[src/rtl/tiny_decimator_pkg.sv]
// Shared types and helpers for the tiny_decimator block.
package tiny_decimator_pkg;

  typedef enum logic [0:0] {
    SM_IDLE = 1'b0,
    SM_RUN  = 1'b1
  } state_t;

  // Map a requested factor onto the legal range 1..max_decim.
  function automatic int unsigned clamp_decim(input int unsigned factor,
                                              input int unsigned max_decim);
    if (factor == 0) return 1;
    if (factor > max_decim) return max_decim;
    return factor;
  endfunction

endpackage

[src/rtl/tiny_decimator_if.sv]
// Sample stream bus for tiny_decimator: input handshake, output handshake and FIFO level.
interface tiny_decimator_if #(
  parameter int G_DATA_WIDTH = 16,
  parameter int G_FIFO_DEPTH = 4
);
  localparam int LW = $clog2(G_FIFO_DEPTH) + 1;

  logic [G_DATA_WIDTH-1:0] din;
  logic                    din_valid;
  logic                    din_ready;
  logic [G_DATA_WIDTH-1:0] dout;
  logic                    dout_valid;
  logic                    dout_ready;
  logic [LW-1:0]           fifo_level;

  modport master (
    output din, din_valid, dout_ready,
    input  din_ready, dout, dout_valid, fifo_level
  );

  modport slave (
    input  din, din_valid, dout_ready,
    output din_ready, dout, dout_valid, fifo_level
  );

endinterface

[src/rtl/tiny_decimator_fifo.sv]
// Show-ahead FIFO holding kept samples; head, empty, full and level come straight from registers.
module tiny_decimator_fifo #(
  parameter int G_DATA_WIDTH = 16,
  parameter int G_DEPTH      = 4
) (
  input  logic                            clk,
  input  logic                            reset_n,
  input  logic [G_DATA_WIDTH-1:0]         wr_value,
  input  logic                            wr_valid,
  input  logic                            rd_accept,
  input  logic                            flush,
  output logic [G_DATA_WIDTH-1:0]         head_value,
  output logic                            empty,
  output logic                            full,
  output logic [$clog2(G_DEPTH):0]        level
);
  localparam int PW = $clog2(G_DEPTH);
  localparam int LW = PW + 1;

  logic [PW-1:0]           wr_ptr_q, wr_ptr_d;
  logic [PW-1:0]           rd_ptr_q, rd_ptr_d;
  logic [LW-1:0]           level_q, level_d;
  logic [G_DATA_WIDTH-1:0] mem_q [G_DEPTH];
  logic                    wr_en;
  logic                    rd_en;

  assign empty = (level_q == '0);
  assign full  = (level_q == LW'(G_DEPTH));
  assign wr_en = wr_valid & ~full & ~flush;
  assign rd_en = rd_accept & ~empty & ~flush;

  // Masking keeps dout at zero whenever nothing is queued.
  assign head_value = empty ? '0 : mem_q[rd_ptr_q];
  assign level      = level_q;

  always_comb begin
    wr_ptr_d = wr_ptr_q;
    rd_ptr_d = rd_ptr_q;
    level_d  = level_q;
    if (flush) begin
      wr_ptr_d = '0;
      rd_ptr_d = '0;
      level_d  = '0;
    end else begin
      if (wr_en) wr_ptr_d = wr_ptr_q + PW'(1);
      if (rd_en) rd_ptr_d = rd_ptr_q + PW'(1);
      case ({wr_en, rd_en})
        2'b10:   level_d = level_q + LW'(1);
        2'b01:   level_d = level_q - LW'(1);
        default: level_d = level_q;
      endcase
    end
  end

  always_ff @(posedge clk or negedge reset_n) begin
    if (!reset_n) begin
      wr_ptr_q <= '0;
      rd_ptr_q <= '0;
      level_q  <= '0;
    end else begin
      wr_ptr_q <= wr_ptr_d;
      rd_ptr_q <= rd_ptr_d;
      level_q  <= level_d;
    end
  end

  for (genvar gi = 0; gi < G_DEPTH; gi++) begin : g_entry
    logic [G_DATA_WIDTH-1:0] entry_d;

    always_comb begin
      entry_d = mem_q[gi];
      if (wr_en && (wr_ptr_q == PW'(gi))) entry_d = wr_value;
    end

    always_ff @(posedge clk or negedge reset_n) begin
      if (!reset_n) mem_q[gi] <= '0;
      else          mem_q[gi] <= entry_d;
    end
  end

endmodule

[src/rtl/tiny_decimator.sv]
// Integer-factor decimator: keeps sample 0 of every group of D accepted samples into a small FIFO.
// Optional drop_count statistics port is enabled with `define TINY_DECIMATOR_STATS_EN.
module tiny_decimator
  import tiny_decimator_pkg::*;
#(
  parameter int G_DATA_WIDTH = 16,
  parameter int G_MAX_DECIM  = 16,
  parameter int G_FIFO_DEPTH = 4
) (
  input  logic                       clk,
  input  logic                       reset_n,
  input  logic                       enable,
  input  logic [$clog2(G_MAX_DECIM):0] decim_factor,
`ifdef TINY_DECIMATOR_STATS_EN
  output logic [31:0]                drop_count,
`endif
  tiny_decimator_if.slave            bus
);
  localparam int CW = $clog2(G_MAX_DECIM) + 1;

  state_t        state_q, state_d;
  logic [CW-1:0] phase_q, phase_d;
  logic [CW-1:0] d_active_q, d_active_d;
  logic [CW-1:0] factor_clamped;
  logic          din_ready_int;
  logic          accept;
  logic          keep;
  logic          flush;
  logic          fifo_empty;
  logic          fifo_full;

  assign factor_clamped = CW'(clamp_decim(32'(decim_factor), G_MAX_DECIM));

  // Non-zero phases are always accepted, so discards never stall the upstream FIR.
  assign din_ready_int = (state_q == SM_RUN) && ((phase_q != '0) || !fifo_full);
  assign accept        = bus.din_valid & din_ready_int;
  assign keep          = accept & (phase_q == '0);
  assign flush         = (state_q == SM_RUN) & ~enable;

  assign bus.din_ready  = din_ready_int;
  assign bus.dout_valid = ~fifo_empty;

  always_comb begin
    state_d    = state_q;
    phase_d    = phase_q;
    d_active_d = d_active_q;
    case (state_q)
      SM_IDLE: begin
        phase_d    = '0;
        d_active_d = factor_clamped;
        if (enable) state_d = SM_RUN;
      end
      SM_RUN: begin
        if (!enable) begin
          state_d = SM_IDLE;
          phase_d = '0;
        end else if (accept) begin
          // A new factor is only picked up at a group boundary.
          if (phase_q == d_active_q - CW'(1)) begin
            phase_d    = '0;
            d_active_d = factor_clamped;
          end else begin
            phase_d = phase_q + CW'(1);
          end
        end
      end
      default: state_d = SM_IDLE;
    endcase
  end

  always_ff @(posedge clk or negedge reset_n) begin
    if (!reset_n) begin
      state_q    <= SM_IDLE;
      phase_q    <= '0;
      d_active_q <= CW'(1);
    end else begin
      state_q    <= state_d;
      phase_q    <= phase_d;
      d_active_q <= d_active_d;
    end
  end

  tiny_decimator_fifo #(
    .G_DATA_WIDTH (G_DATA_WIDTH),
    .G_DEPTH      (G_FIFO_DEPTH)
  ) u_fifo (
    .clk        (clk),
    .reset_n    (reset_n),
    .wr_value   (bus.din),
    .wr_valid   (keep),
    .rd_accept  (bus.dout_ready),
    .flush      (flush),
    .head_value (bus.dout),
    .empty      (fifo_empty),
    .full       (fifo_full),
    .level      (bus.fifo_level)
  );

`ifdef TINY_DECIMATOR_STATS_EN
  logic [31:0] drop_count_q, drop_count_d;

  always_comb begin
    drop_count_d = drop_count_q;
    if (state_q == SM_IDLE) begin
      drop_count_d = '0;
    end else if (accept && (phase_q != '0) && (drop_count_q != 32'hFFFF_FFFF)) begin
      drop_count_d = drop_count_q + 32'd1;
    end
  end

  always_ff @(posedge clk or negedge reset_n) begin
    if (!reset_n) drop_count_q <= '0;
    else          drop_count_q <= drop_count_d;
  end

  assign drop_count = drop_count_q;
`endif

endmodule

[src/flat_wrapper.sv]
// flat-port wrapper written by rule: the top's interface ports become plain ports
module tiny_decimator_flat import tiny_decimator_pkg::*;
#(
  parameter int G_DATA_WIDTH = 16,
  parameter int G_MAX_DECIM  = 16,
  parameter int G_FIFO_DEPTH = 4
)
  (clk, reset_n, enable, decim_factor, bus_din, bus_din_valid, bus_dout_ready, bus_din_ready, bus_dout, bus_dout_valid, bus_fifo_level);
  tiny_decimator_if #(.G_DATA_WIDTH(G_DATA_WIDTH), .G_FIFO_DEPTH(G_FIFO_DEPTH)) bus_i ();
  input  logic clk;
  input  logic reset_n;
  input  logic enable;
  input  logic [$clog2(G_MAX_DECIM):0] decim_factor;
  input wire logic [$bits(bus_i.din)-1:0] bus_din;
  input wire logic [$bits(bus_i.din_valid)-1:0] bus_din_valid;
  input wire logic [$bits(bus_i.dout_ready)-1:0] bus_dout_ready;
  output wire logic [$bits(bus_i.din_ready)-1:0] bus_din_ready;
  output wire logic [$bits(bus_i.dout)-1:0] bus_dout;
  output wire logic [$bits(bus_i.dout_valid)-1:0] bus_dout_valid;
  output wire logic [$bits(bus_i.fifo_level)-1:0] bus_fifo_level;
  assign bus_i.din = bus_din;
  assign bus_i.din_valid = bus_din_valid;
  assign bus_i.dout_ready = bus_dout_ready;
  assign bus_din_ready = bus_i.din_ready;
  assign bus_dout = bus_i.dout;
  assign bus_dout_valid = bus_i.dout_valid;
  assign bus_fifo_level = bus_i.fifo_level;
  tiny_decimator #(.G_DATA_WIDTH(G_DATA_WIDTH), .G_MAX_DECIM(G_MAX_DECIM), .G_FIFO_DEPTH(G_FIFO_DEPTH)) u_core (.clk(clk), .reset_n(reset_n), .enable(enable), .decim_factor(decim_factor), .bus(bus_i));
endmodule
[config.mk]
export PLATFORM = sky130hd
export DESIGN_NAME = tiny_decimator_flat
export DESIGN_NICKNAME = d
export VERILOG_FILES = /design/src/rtl/tiny_decimator_pkg.sv /design/src/rtl/tiny_decimator_if.sv /design/src/rtl/tiny_decimator_fifo.sv /design/src/rtl/tiny_decimator.sv /design/src/flat_wrapper.sv
export SDC_FILE = /design/constraint.sdc
export NUM_CORES = 1
export LEC_CHECK = 0
export ABC_AREA = 1
export CAP_MARGIN = 20
export CORE_ASPECT_RATIO = 1.25
export CORE_MARGIN = 8
export CORE_UTILIZATION = 40
export DETAILED_ROUTE_END_ITERATION = 16
export GPL_ROUTABILITY_DRIVEN = 0
export HOLD_SLACK_MARGIN = 0.08
export PLACE_DENSITY = 0.62
export SYNTH_ARGS = -nofsm -noshare
export SYNTH_HDL_FRONTEND = slang
export SYNTH_SLANG_ARGS = --single-unit
[constraint.sdc]
create_clock -name clk -period 3.1 [get_ports clk]
set_clock_uncertainty 0.15 [all_clocks]
set_input_delay 0.31 -clock clk [delete_from_list [all_inputs] [get_ports clk]]
set_output_delay 0.31 -clock clk [all_outputs]
set_load 0.01 [all_outputs]
After elaboration in Yosys (flattened, before gate mapping)
Index checks and enable logic that the tools add are counted.
{"block": "classes", "add_sub_neg": 6, "magnitude_cmp": 2, "n_eq_ne": 11, "mux": 26, "bitwise": 13, "reduce_logical": 16}
{"operator": "2-to-1 mux 16 bit", "n": 3}
{"operator": "2-to-1 mux 5 bit", "n": 9}
{"operator": "binary-select mux 16 bit (select 2 bit)", "n": 1}
{"operator": "one-hot mux 5 bit (2 select lines)", "n": 2}
{"operator": "zero test 5 bit", "n": 2}
{"operator": "2-to-1 mux 2 bit", "n": 4}
{"operator": "bitwise AND 1 bit", "n": 7}
{"operator": "== test 2 bit, second input constant", "n": 3}
{"operator": "inequality test 2 bit, second input constant", "n": 3}
{"operator": "one-hot mux 3 bit (2 select lines)", "n": 1}
{"operator": "adder 5 x 1 -> 5 bit, second input constant", "n": 1}
{"operator": "== test 5 bit", "n": 1}
{"operator": "greater-than comparator 5 bit, second input constant", "n": 1}
{"operator": "logical AND 1 bit", "n": 5}
{"operator": "2-to-1 mux 1 bit", "n": 5}
{"operator": "NOT 1 bit", "n": 5}
{"operator": "nonzero test 5 bit", "n": 1}
{"operator": "subtractor 5 x 1 -> 5 bit, second input constant", "n": 1}
{"operator": "adder 2 x 1 -> 2 bit, second input constant", "n": 2}
{"operator": "== test 2 x 1 -> 1 bit, second input constant", "n": 2}
{"operator": "nonzero test 2 bit", "n": 2}
{"operator": "adder 3 x 1 -> 3 bit, second input constant", "n": 1}
{"operator": "== test 3 bit, second input constant", "n": 1}
{"operator": "greater-or-equal comparator 3 bit, second input constant", "n": 1}
{"operator": "other kinds (10)", "n": 10}
{"block": "word_totals", "reg_bits": 82, "input_bits": 26, "out_inout_bits": 21, "word_cells": 84}

Longest topological paths before layout
Gate-level depths: netlist of run 1.
{"block": "depth", "ltp_word": 11, "ltp_mapped": 14, "ltp_nobuf": 14}

By module
From an unflattened synthesis of run 1, not the netlist that was laid out.
{"block": "unflattened", "cells_unflattened": 551, "hier_area_um2": 4499.3}
{"module": "tiny_decimator_fifo", "instances": 1, "cells_per_inst": 405, "area_per_inst_um2": 3549.7, "seq_area_each_um2": 1776.7}
{"module": "tiny_decimator", "instances": 1, "cells_per_inst": 146, "area_per_inst_um2": 949.7, "seq_area_each_um2": 276.5}

Least setup slack after synthesis of run 1
OpenSTA, ideal clock, no wires.
{"block": "synth_timing", "path_type": "register -> register", "startpoint": "register u_core.phase_q[0]", "endpoint": "register u_core.u_fifo.level_q[2], in the netlist u_core.u_fifo.level[2]", "setup_ns": 0.126, "arrival_time_ns": 2.240, "required_ns": 2.824, "path_slack_ns": 0.584, "path_stages_with_launch": 14, "path_buffers": 0, "synth_period_minus_slack_ns": 2.516, "cell_sequence": "dfrtp_1 > inv_1 > ha_1 > nand2_2 > nor2_4 > nand4_4 > nor2_8 > inv_1 > ha_1 > fa_1 > a21oi_1 > o21ai_0 > o21ai_0 > a21oi_1"}
{"block": "synth_via", "elab_chain_len": 10, "word_cells_on_any_way": 13, "cone_classes": "eq/ne: 2; mux: 2; bitwise: 4; reduce/logical: 5"}
{"item": "start, declared", "line": "tiny_decimator.sv:22", "rtl": "logic [CW-1:0] phase_q, phase_d;"}
{"item": "start signal, assigned", "line": "tiny_decimator.sv:78", "rtl": "phase_q <= phase_d;"}
{"item": "nonzero test 5 bit", "line": "tiny_decimator.sv:35", "rtl": "assign din_ready_int = (state_q == SM_RUN) && ((phase_q != '0) || !fifo_full);"}
{"item": "logical OR 1 bit", "line": "tiny_decimator.sv:35"}
{"item": "logical AND 1 bit", "line": "tiny_decimator.sv:35"}
{"item": "bitwise AND 1 bit", "line": "tiny_decimator.sv:36", "rtl": "assign accept = bus.din_valid & din_ready_int;"}
{"item": "bitwise AND 1 bit *", "line": "tiny_decimator.sv:37", "rtl": "assign keep = accept & (phase_q == '0);"}
{"item": "bitwise AND 1 bit * (2 in a row)", "line": "tiny_decimator_fifo.sv:29", "rtl": "assign wr_en = wr_valid & ~full & ~flush;"}
{"item": "== test 2 x 1 -> 1 bit or == test 2 bit (tied branches)", "line": "tiny_decimator_fifo.sv:47", "rtl": "case ({wr_en, rd_en})"}
{"item": "one-hot mux 3 bit (2 select lines)", "line": "tiny_decimator_fifo.sv:47"}
{"item": "2-to-1 mux 3 bit", "line": "tiny_decimator_fifo.sv:40", "rtl": "if (flush) begin"}
{"item": "end signal, assigned", "line": "tiny_decimator_fifo.sv:63", "rtl": "level_q <= level_d;"}
{"item": "end, declared", "line": "tiny_decimator_fifo.sv:22", "rtl": "logic [LW-1:0] level_q, level_d;"}
Every way passes the cells marked *; elsewhere a longest branch is shown, timed or not.
A chain may end at the register's enable or synchronous reset.

Worst setup path in the final report of run 1
Ends and elaborated chain as after synthesis.

==> metrics.csv, run 1 <==
metric;value;unit
outcome;complete, no violations;
Vias/cell;4.91;
crit path DAT;2.81;ns
clock sink count;82;
placed cell count;676;
layout cells sized above 1;0.137;
first-pass GRT wire length;16.3;mm
CTS Buffer Depth;2;
DRC viols;0;
Critical Path Sink Type;flip-flop;
Ys Warns;0;
syn avg cell area;8.35;um2
synth top area cells;dfrtp_1 47%, nand2_1 10%, o21ai_2 7.7%, nor2_1 6.8%, o21ai_0 4.4%;
via count;3407;
# IOs;47;
most frequent cell after synthesis;nand2_1;
Hold WC Path Type;reg2reg;
die height;132;um
root buf cell;clkbuf_16;
ANT cells;0;
total power;4.65;mW
drt total wl;9.56;mm
postcts setup bufs;0;
router iterations before antenna repair;4;
Slew Viols, Final;0;
vias in the first global route;3431;
WP buf/inv;2;
Worst Path Required;3.17;ns
peak per-stage delay on the critical path;0.42;ns
critical path launch point type;flip-flop;
Max Freq;365;MHz
critical path type;reg2reg;
Initial Util;0.409;
leakage;2.45;nW
remaining antenna violation count;0;
# rows;42;
Crit path max-delay family;adder cells;
Yosys cell types;28;
fin worst setup slack;0.357;ns
largest net degree at the start of global routing;83;
Final min period;2.74;ns
post-synth top area share;0.472;
crit path max-delay cell type;dfrtp_1;
CP cell instances;inv_1, ha_1, nand2_2, nor2_4, nand4_4, nor2_8, inv_1, ha_1, fa_1, a21oi_1, o21ai_0, o21ai_0, a21oi_1;
number of synthesized flops with an enable pin;0;
Max FO, Critical Path;7;
Main synth FF type;dfrtp_1;
fin nets;592;
Placeable Area;10500;um2
final non-filler cell total;694;
Peak VDD IR;306;uV
layout overhead on the synthesized area;18.7;%
final hold viol count;0;
RSZ-0062 raised after global routing;false;
Slew HR;0.619;
worst hold margin;0.318;ns
CTS HTree Levels;3;
Yosys top cell by area;dfrtp_1;
Overflow after GRT;0;
actual slew at the worst max-slew pin;0.572;ns
synthesized area;4300;um2
fin crit share;0.885;
Global Route Usage Sum;0.143;
Iter 0 DRT Violations;166;
Post-Synthesis Cells;515;
top post-synthesis cells by count;115 x nand2_1, 81 x dfrtp_1, 78 x nor2_1;
CTS clock-pin slew for the worst setup and hold paths;0.06;ns
flops & latches, synth;82;
Power per Cell Area;912;nW/um2
Fin Setup TNS;0;ns
MaxCap Viol Count;0;
die area;14300;um2
Net Count, Synth;550;
asr flop ratio synth;1.00;
initial antenna violation count;0;
number of CTS-inserted buffers;9;
routed len/inst;13.8;um
CTS tree;done;
Setup-failing EPs final;0;
Place WS;0.382;ns
die width;109;um
sequential area share after synthesis;0.478;
hpwl dp;6.27;mm
IO Port Bufs;46;
Clk Latency, worst-skew pair;0.34;ns
-- power by group --
part	switching (mW)	total, mW	leakage (nW)	internal, mW
clock	0.400	1.01	0.143	0.606
sequential	0.226	1.70	1.06	1.47
combinational	1.06	1.95	1.25	0.886
total	1.69	4.65	2.45	2.96
-- logic make-up (layout without fill, tap and decap cells) --
family,count (synthesis),after routing,synth area share
flip-flops,82,82,0.478
AND/OR/NAND/NOR,219,219,0.219
buffers and inverters,70,117,0.0824
AO/OA/AOI/OAI,132,132,0.187
XOR/XNOR,3,3,0.00611
adder cells (fa/ha/maj),9,9,0.0279
-- cell type report --
| cell class | instances | area (um2) |
|---|---|---|
| Clock buffer | 14 | 274 |
| Clock inverter | 2 | 10.0 |
| Fill cell | 1031 | 5410 |
| Inverter | 47 | 176 |
| Multi-Input combinational cell | 363 | 1890 |
| Sequential cell | 82 | 2050 |
| Tap cell | 132 | 165 |
| Timing Repair Buffer | 54 | 533 |
-- through the flow --
step,instance area (um2),util
floorplan,4300,-
global placement,4790,0.456
detailed placement,4790,0.456
CTS,5080,0.484
global route,5100,0.485
finish,5100,0.485
-- placed cells by master, fill, tap and decap left out, drive strengths merged --
| master | n |
|---|---|
| nand2 | 122 |
| o21ai | 106 |
| dfrtp | 81 |
| nor2 | 81 |
| inv | 46 |
| clkdlybuf4s50 | 45 |
| a21oi | 25 |
| clkbuf | 14 |
| nand3 | 11 |
| ha | 8 |
| buf | 8 |
| xor2 | 3 |
| clkinv | 3 |
| nor3 | 2 |
| nand4 | 2 |
| and2 | 1 |
| a31oi | 1 |
| fa | 1 |
| dlygate4sd3 | 1 |
| dfstp | 1 |
-- timing repair --
action	CTS	global route
hold endpoints to repair	81	0
hold buffers	1	0
resized for setup	0	0
setup endpoints to repair	0	0
-- tightest hold or removal path, stage by stage (launching register included) --
cell and delay, ns:
dfrtp_1 0.34, nand2_1 0.05, nand2_1 0.04
-- final timing paths --
check	start	end	slack [ns]	depth (start not counted)
hold / removal	u_core.d_active_q[1]	u_core.d_active_q[1]	0.32	2
setup reg to reg	u_core.phase_q[0]	u_core.u_fifo.level[2]	0.36	13
min in group asynchronous	reset_n	u_core.u_fifo.mem_q[2]	0.36	2
max in group asynchronous	reset_n	u_core.d_active_q[0]	1.76	3
hold reg to reg	u_core.d_active_q[1]	u_core.d_active_q[1]	0.32	2
setup / recovery	u_core.phase_q[0]	u_core.u_fifo.level[2]	0.36	13
-- layer usage --
metal,share of wire,GRT usage
met5,0,0
met4,0.013,0.0549
met3,0.040,0.0362
met2,0.48,0.237
met1,0.46,0.173
-- flip-flops by register name, indices dropped and copies added, names as in the netlist --
signal,cells
u_core.u_fifo.level,3
u_core.phase_q,5
u_core.d_active_q,5
u_core.u_fifo.wr_ptr_q,2
u_core.u_fifo.rd_ptr_q,2
u_core.state_q,1
u_core.u_fifo.mem_q,64
Power figures use the tool's default switching activity.
==> run 2, diff against run 1 <==
--- a/config.mk
+++ b/config.mk
@@ -10,6 +10,7 @@
 export CORE_ASPECT_RATIO = 1.25
 export CORE_MARGIN = 8
 export CORE_UTILIZATION = 40
+export CTS_CLUSTER_DIAMETER = 200
 export DETAILED_ROUTE_END_ITERATION = 16
 export GPL_ROUTABILITY_DRIVEN = 0
 export HOLD_SLACK_MARGIN = 0.08
==> results of run 2 <==
Same layout as run 1: the final DEF is identical, and so are final timing and power.
==> run 3, diff against run 2 <==
--- a/config.mk
+++ b/config.mk
@@ -11,6 +11,7 @@
 export CORE_MARGIN = 8
 export CORE_UTILIZATION = 40
 export CTS_CLUSTER_DIAMETER = 200
+export CTS_CLUSTER_SIZE = 40
 export DETAILED_ROUTE_END_ITERATION = 16
 export GPL_ROUTABILITY_DRIVEN = 0
 export HOLD_SLACK_MARGIN = 0.08
==> results of run 3 <==
Same layout as run 1: the final DEF is identical, and so are final timing and power.
